### src/rtl/branch_resolve.sv
// Branch resolution unit: direct-mapped BTB with 2-bit counters, mispredict detection,
// a one-cycle redirect/shadow state and resolve/mispredict statistics.
module branch_resolve #(
    parameter int ENTRIES = 16
) (
    input  logic        clk,
    input  logic        rst_n,
    input  logic [31:0] if_pc,
    output logic        if_pred_taken,
    output logic [31:0] if_pred_target,
    input  logic        ex_valid,
    input  logic        ex_is_branch,
    input  logic [31:0] ex_pc,
    input  logic [31:0] ex_target,
    input  logic        br_en,
    input  logic        ex_pred_taken,
    input  logic [31:0] ex_pred_target,
    output logic        redirect_valid,
    output logic [31:0] redirect_pc,
    output logic [31:0] branch_count,
    output logic [31:0] mispredict_count
);

    localparam int IDX_W = $clog2(ENTRIES);
    localparam int TAG_W = 30 - IDX_W;

    localparam logic [0:0] RUN    = 1'b0;
    localparam logic [0:0] SHADOW = 1'b1;

    logic              valid_q  [ENTRIES];
    logic [TAG_W-1:0]  tag_q    [ENTRIES];
    logic [31:0]       target_q [ENTRIES];
    logic [1:0]        ctr_q    [ENTRIES];

    logic [0:0]        state_q;
    logic [IDX_W-1:0]  if_idx;
    logic [TAG_W-1:0]  if_tag;
    logic [IDX_W-1:0]  ex_idx;
    logic [TAG_W-1:0]  ex_tag;
    logic              if_hit;
    logic              ex_hit;
    logic              resolve;
    logic              mispredict;
    logic              unused_pc_bits;

    assign if_idx = if_pc[2 +: IDX_W];
    assign if_tag = if_pc[31 -: TAG_W];
    assign ex_idx = ex_pc[2 +: IDX_W];
    assign ex_tag = ex_pc[31 -: TAG_W];

    // The byte offset within the instruction word never participates in prediction.
    assign unused_pc_bits = ^{if_pc[1:0], ex_pc[1:0]};

    assign if_hit         = valid_q[if_idx] && (tag_q[if_idx] == if_tag);
    assign if_pred_taken  = if_hit && ctr_q[if_idx][1];
    assign if_pred_target = if_pred_taken ? target_q[if_idx] : (if_pc + 32'd4);

    assign ex_hit  = valid_q[ex_idx] && (tag_q[ex_idx] == ex_tag);
    assign resolve = ex_valid && ex_is_branch && (state_q == RUN);

    // A correctly-predicted taken branch can still mispredict if the carried target is stale.
    assign mispredict = resolve &&
                        ((br_en != ex_pred_taken) ||
                         (br_en && ex_pred_taken && (ex_pred_target != ex_target)));

    always_ff @(posedge clk or negedge rst_n) begin
        if (!rst_n) begin
            for (int i = 0; i < ENTRIES; i++) begin
                valid_q[i]  <= 1'b0;
                tag_q[i]    <= '0;
                target_q[i] <= '0;
                ctr_q[i]    <= 2'b01;
            end
        end else if (resolve) begin
            if (ex_hit) begin
                if (br_en) begin
                    if (ctr_q[ex_idx] != 2'b11) begin
                        ctr_q[ex_idx] <= ctr_q[ex_idx] + 2'd1;
                    end
                    target_q[ex_idx] <= ex_target;
                end else if (ctr_q[ex_idx] != 2'b00) begin
                    ctr_q[ex_idx] <= ctr_q[ex_idx] - 2'd1;
                end
            end else if (br_en) begin
                // Not-taken misses are not worth an entry; they would predict not-taken anyway.
                valid_q[ex_idx]  <= 1'b1;
                tag_q[ex_idx]    <= ex_tag;
                target_q[ex_idx] <= ex_target;
                ctr_q[ex_idx]    <= 2'b10;
            end
        end
    end

    always_ff @(posedge clk or negedge rst_n) begin
        if (!rst_n) begin
            state_q          <= RUN;
            redirect_pc      <= '0;
            branch_count     <= '0;
            mispredict_count <= '0;
        end else begin
            if (resolve) begin
                branch_count <= branch_count + 32'd1;
            end
            if (mispredict) begin
                mispredict_count <= mispredict_count + 32'd1;
                redirect_pc      <= br_en ? ex_target : (ex_pc + 32'd4);
            end
            state_q <= mispredict ? SHADOW : RUN;
        end
    end

    assign redirect_valid = (state_q == SHADOW);

endmodule

### config.mk
export PLATFORM = sky130hd
export DESIGN_NAME = branch_resolve
export DESIGN_NICKNAME = d
export VERILOG_FILES = /design/src/rtl/branch_resolve.sv
export SDC_FILE = /design/constraint.sdc
export NUM_CORES = 2
export LEC_CHECK = 0
export CAP_MARGIN = 20
export CORE_ASPECT_RATIO = 1.25
export CORE_MARGIN = 2
export CORE_UTILIZATION = 37
export CTS_CLUSTER_DIAMETER = 100
export CTS_CLUSTER_SIZE = 30
export DETAILED_ROUTE_END_ITERATION = 12
export MAX_ROUTING_LAYER = met4
export PLACE_DENSITY_LB_ADDON = 0.1
export SLEW_MARGIN = 25
export SYNTH_ARGS = -nofsm -noshare
export SYNTH_HDL_FRONTEND = slang
export SYNTH_SLANG_ARGS = --single-unit
### constraint.sdc
create_clock -name clk -period 5.75 [get_ports clk]
set_clock_uncertainty 0.1 [all_clocks]
set_input_delay 0.8625 -clock clk [delete_from_list [all_inputs] [get_ports clk]]
set_output_delay 0.8625 -clock clk [all_outputs]
set_load 0.02 [all_outputs]
Yosys cells after proc, flatten, opt, wreduce, memory -nomap -nowiden
Index checks and enable logic that the tools add are counted.

Bitwise gates (word level): 8. Equal/unequal tests: 6. Reductions and logical operators: 16. $lt $le $gt $ge: 3. Add/subtract/negate cells: 6. Multiplexer cells: 41.

Operators with widths (count): $bwmux 512 (1); $bwmux 416 (1); $mux 32 (10); $bmux 26 s4 (2); $mux 26 (5); $bmux 32 s4 (1); $demux 32 s4 (1); $demux 26 s4 (1); $add 32x1->32 const B (2); $add 32x3->32 const B (2); $bwmux 32 (2); $eq 26x26->1 (2); $ne 32x32->1 (1); $or 16x16->16 (2); $and 16x16->16 (1); $bmux 2 s4 (2); $not 16->16 (1); $ge 5x5->1 const B (2); $mux 2 (5); $not 4->5 (2); $logic_and 1x1->1 (9); $bmux 1 s4 (2); $demux 2 s4 (1); $mux 1 (6); 13 further kinds (16).

Input port bits: 134. Register bits: 1073.

Depth between registers and ports, before layout
Depth after elaboration: 9. Depth in mapped cells: 16. Gate-level depth less buffers: 10.

Worst setup path before layout
OpenSTA, ideal clock, no wires.

Kind: input port to output port. From: input if_pc[2]. To: output if_pred_target[2]. Stages: 11. Slack: 0.580 ns. Buffers on the path: 4. Arrival: 4.208 ns. Cells stage by stage: clkbuf_1 -> buf_1 -> mux4_2 -> mux4_2 -> xnor2_1 -> nand4b_1 -> nor4_1 -> and3_1 -> clkbuf_1 -> buf_1 -> o21ai_0.

Cells in the longest elaborated chain, start to end: 8.

RTL lines: from (decl) (line 8) `input logic [31:0] if_pc,`; $not 4->5 (not written as such) (*) (line 54, 55); $bmux 26 s4 (line 54) `assign if_hit = valid_q[if_idx] && (tag_q[if_idx] == if_tag);`; $mux 26 (not written as such) (2 in a row) (line 54); $eq 26x26->1 (line 54); $logic_and 1x1->1 (line 54); $logic_and 1x1->1 (*) (line 55) `assign if_pred_taken = if_hit && ctr_q[if_idx][1];`; via if_pred_taken (line 9) `output logic if_pred_taken,`; $mux 32 (*) (line 56) `assign if_pred_target = if_pred_taken ? target_q[if_idx] : (if_pc + 32'd4);`; to (decl) (line 10) `output logic [31:0] if_pred_target,`.

Mark *: on every way through the listed nets, which the timed path passes. The rest lies on a longest branch. The select of a mux whose other input is x is not followed.

Worst setup path in the final report
From: input if_pc[2]. To: output if_pred_target[0].

Cells in the longest elaborated chain, start to end: 8.

RTL lines (line): $not 4->5 (not written as such) (*) (54, 55, 56); $bmux 26 s4 (54); $mux 26 (not written as such) (2 in a row) (54); $eq 26x26->1 (54); $logic_and 1x1->1 (54); $logic_and 1x1->1 (55); $mux 32 (*) (56).

Mark *: on every way between the ends. The rest lies on a longest branch, timed or not. The select of a mux whose other input is x is not followed.

==> out/metrics.cfg <==
[run_status]
outcome = completed

[critical_path]
crit_arrival_ns = 4.66
critPathMaxFanout = 30
end_kind = output port
cpPeakStageDelay_ns = 0.59
slowest_stage = mux4_2
worstPathRequired_ns = 4.79
crit_type = in2out
worstSetupStartpointType = primary input
worstPathCellList = buf_8 > buf_16 > buf_12 > mux4_2 > mux4_2 > xnor2_1 > nand4b_1 > nor4_1 > and3_2 > buf_12 > mux2_2 > clkdlybuf4s50_1

[yosys]
ys_ff_latch = 1073
async_flop_share_pct = 100
yosysUniqueCellTypes = 61
syn_avg_cell_area_um2 = 14.6
syn_inst = 3711
synthTopCellsByArea = dfrtp_1 49%, mux2_2 17%, mux4_2 16%
yosysTopAreaCell = dfrtp_1
synth_edf_count = 0
synth_area_mm2 = 0.0543
synthFlopType = dfrtp_1
synth_warnings = 0
synth_nets = 3855
synthDominantCellAreaShare_pct = 48.7
synth_seq_area_share_pct = 49.5

[place]
place_hpwl_um = 120000
dp_slack_ns = -0.0872
io_buffers = 263
gp_congestion = 0.871

[global_routing]
grt_pass1_wl_um = 261000
antenna_found_initial = 20
grtUsageTotal_pct = 24.8
overflow = 0
first_global_vias = 34700
grt_max_degree = 144

[drt]
wl_per_cell_um = 30.7
drtIter0Drc = 2335
vias_per_cell = 5.72
ant_nets = 0
drcViolationCount = 0
first_pass_iters = 6
drt_wl_total_um = 180000
dr_total_vias = 33500

[finish]
drive_above_1_share_pct = 39.6
area_delta_synth_final_pct = 13.8
final_cell_mix = 1057 x dfrtp_1, 802 x mux2_2, 385 x mux4_2
final_common_cell = dfrtp_1
fin_nets = 4050

[die]
die_x_um = 347
dieArea_mm2 = 0.150
start_util_pct = 37.2
top_level_ports = 264
floorplan.core_area_mm2 = 0.146
num_rows = 157
die_height_um = 432

[clocking]
holdBufCountCts = 0
root_buffer = clkbuf_16
insertion_delay_ns = 0.72
htree_levels = 2
cts_tree = yes
numCtsBuffers = 45
cts_sinks = 1073
cts_buffer_depth = 3
clk_pin_slew_ns = 0.11

[hold_path]
hold_path.class = in2async

[sta]
hold_viol_final = 0
slew_violations = 0
timing.setup.tns_ns = 0
period_share_pct = 97.8
fin_crit_ns = 5.62
tightest_slew_ns = 1.04
relSlewSlack_pct = 29.7
setup_ws_ns = 0.128
rsz0062_at_grt = no
clock.fmax_ghz = 0.178
finalSetupViolCount = 0

[power_and_ir_drop]
p_int_mw = 12.1
power_frac_comb_pct = 20.4
ir_drop_mv = 0.194
p_clk_share_pct = 25.6
power_density_mw_per_mm2 = 274
swShare_pct = 28.6
power_switching_mw = 4.84
p_leak_nw = 27.5
pwr-share-seq_pct = 54.0

[flow_run]
max_cap_viol_count = 0

[metal layers]
metal	routed length, um	track usage [%]	part of all wire, %
met1	79300	33.1	44
met2	88400	40.6	49
met3	7680	3.06	4.3
met4	4200	5.44	2.3
met5	0	-	0
[layout make-up]
class | instances | area [um2]
Clock buffer | 56 | 1200
Timing Repair Buffer | 496 | 4940
Fill cell | 13400 | 84200
Clock inverter | 18 | 251
Multi-Input combinational cell | 2262 | 26000
Tap cell | 1908 | 2390
Antenna cell | 8 | 20.0
Sequential cell | 1073 | 26900
Inverter | 28 | 105
[registers in the layout (all words and copies together) (netlist names)]
signal and count:
branch_count 32, ctr_q 32, mispredict_count 32, redirect_pc 32, tag_q 416, target_q 512
redirect_valid 1, valid_q 16
[timing repair]
item | in CTS | in global routing
setup buffers | 0 | 5
endpoints found under the setup margin | 1 | 30
gates resized for setup | 1 | 2
endpoints found under the hold margin | 0 | 0
pin swaps | 0 | 1
[path summary, 6_finish.rpt]
check / startpoint / end / slack [ns] / depth (start not counted)
worst max-delay path: if_pc[2] / if_pred_target[0] / 0.13 / 12
worst min-delay path: rst_n / target_q[318] / 0.1 / 1
worst max register to register: tag_q[351] / ctr_q[7] / 1.36 / 11
worst min register to register: mispredict_count[31] / mispredict_count[31] / 0.37 / 1
max in group asynchronous: rst_n / tag_q[43] / 4.00 / 3
min in group clk: mispredict_count[31] / mispredict_count[31] / 0.37 / 1
[synth_stat cells, types with 2 or more instances]
cell and number:
a211oi_1 3, a21oi_1 12, a221o_1 2, a221oi_1 7
a22o_1 9, a22oi_1 12, a31oi_1 2, a32oi_1 16
and2_1 7, and3_1 32, and4_1 6, buf_1 41
buf_2 48, buf_4 15, buf_6 13, clkbuf_1 231
clkinv_1 2, dfrtp_1 1057, dfstp_2 16, ha_1 10
inv_1 26, mux2_1 195, mux2_2 802, mux2i_1 79
mux4_2 385, nand2_1 146, nand2b_1 3, nand3_1 59
nand4_1 47, nor2_1 57, nor2_2 11, nor2b_1 6
nor3_1 17, nor4_1 11, o2111ai_1 3, o211ai_1 4
o21ai_0 67, o22ai_1 4, or2_1 10, or2_2 8
or3_1 5, xnor2_1 153, xor2_1 54
[worst max-delay path: cells and delay by family]
kind	cells	cell delay, ns
buffers and inverters	5	1.27
and+or+nand+nor	3	0.73
muxes	3	1.45
xor gates and xnor gates	1	0.25
[stage by stage]
| step | total power [mW] | hold WS (ns) | utilization (%) | std cells | cell area, um2 |
|---|---|---|---|---|---|
| 6_report | 16.9 | 0.0964 | 42.3 | 5849 | 61800 |
| 5_1_grt | 17.7 | 0.128 | 42.3 | 5847 | 61800 |
| 4_1_cts | 17.2 | 0.109 | 42.3 | 5836 | 61700 |
| 3_5_place_dp | 12.8 | 0.366 | 41.3 | 5762 | 60200 |
| 3_3_place_gp | 12.8 | 0.364 | 41.3 | 5762 | 60200 |
| 2_1_floorplan | 11.3 | 0.350 | - | 3711 | 54300 |
[cell families after synthesis]
family,Yosys count,synth area share (%)
buffers and inverters,376,3.00
multiplexers,1461,38.1
AO/OA/AOI/OAI,152,1.86
AND/OR/NAND/NOR,432,3.93
adder cells (fa/ha/maj),10,0.231
flip-flops,1073,49.5
XOR/XNOR,207,3.34
[power by group through the flow]
stage | clock, mW | combinational (mW) | sequential [mW]
3_5_place_dp | 0 | 3.50 | 9.30
3_3_place_gp | 0 | 3.46 | 9.29
4_1_cts | 4.50 | 3.51 | 9.14
2_1_floorplan | 0 | 2.12 | 9.18
5_1_grt | 4.73 | 3.71 | 9.28
6_report | 4.33 | 3.47 | 9.15
No activity file was read; power rests on OpenSTA's default activity.
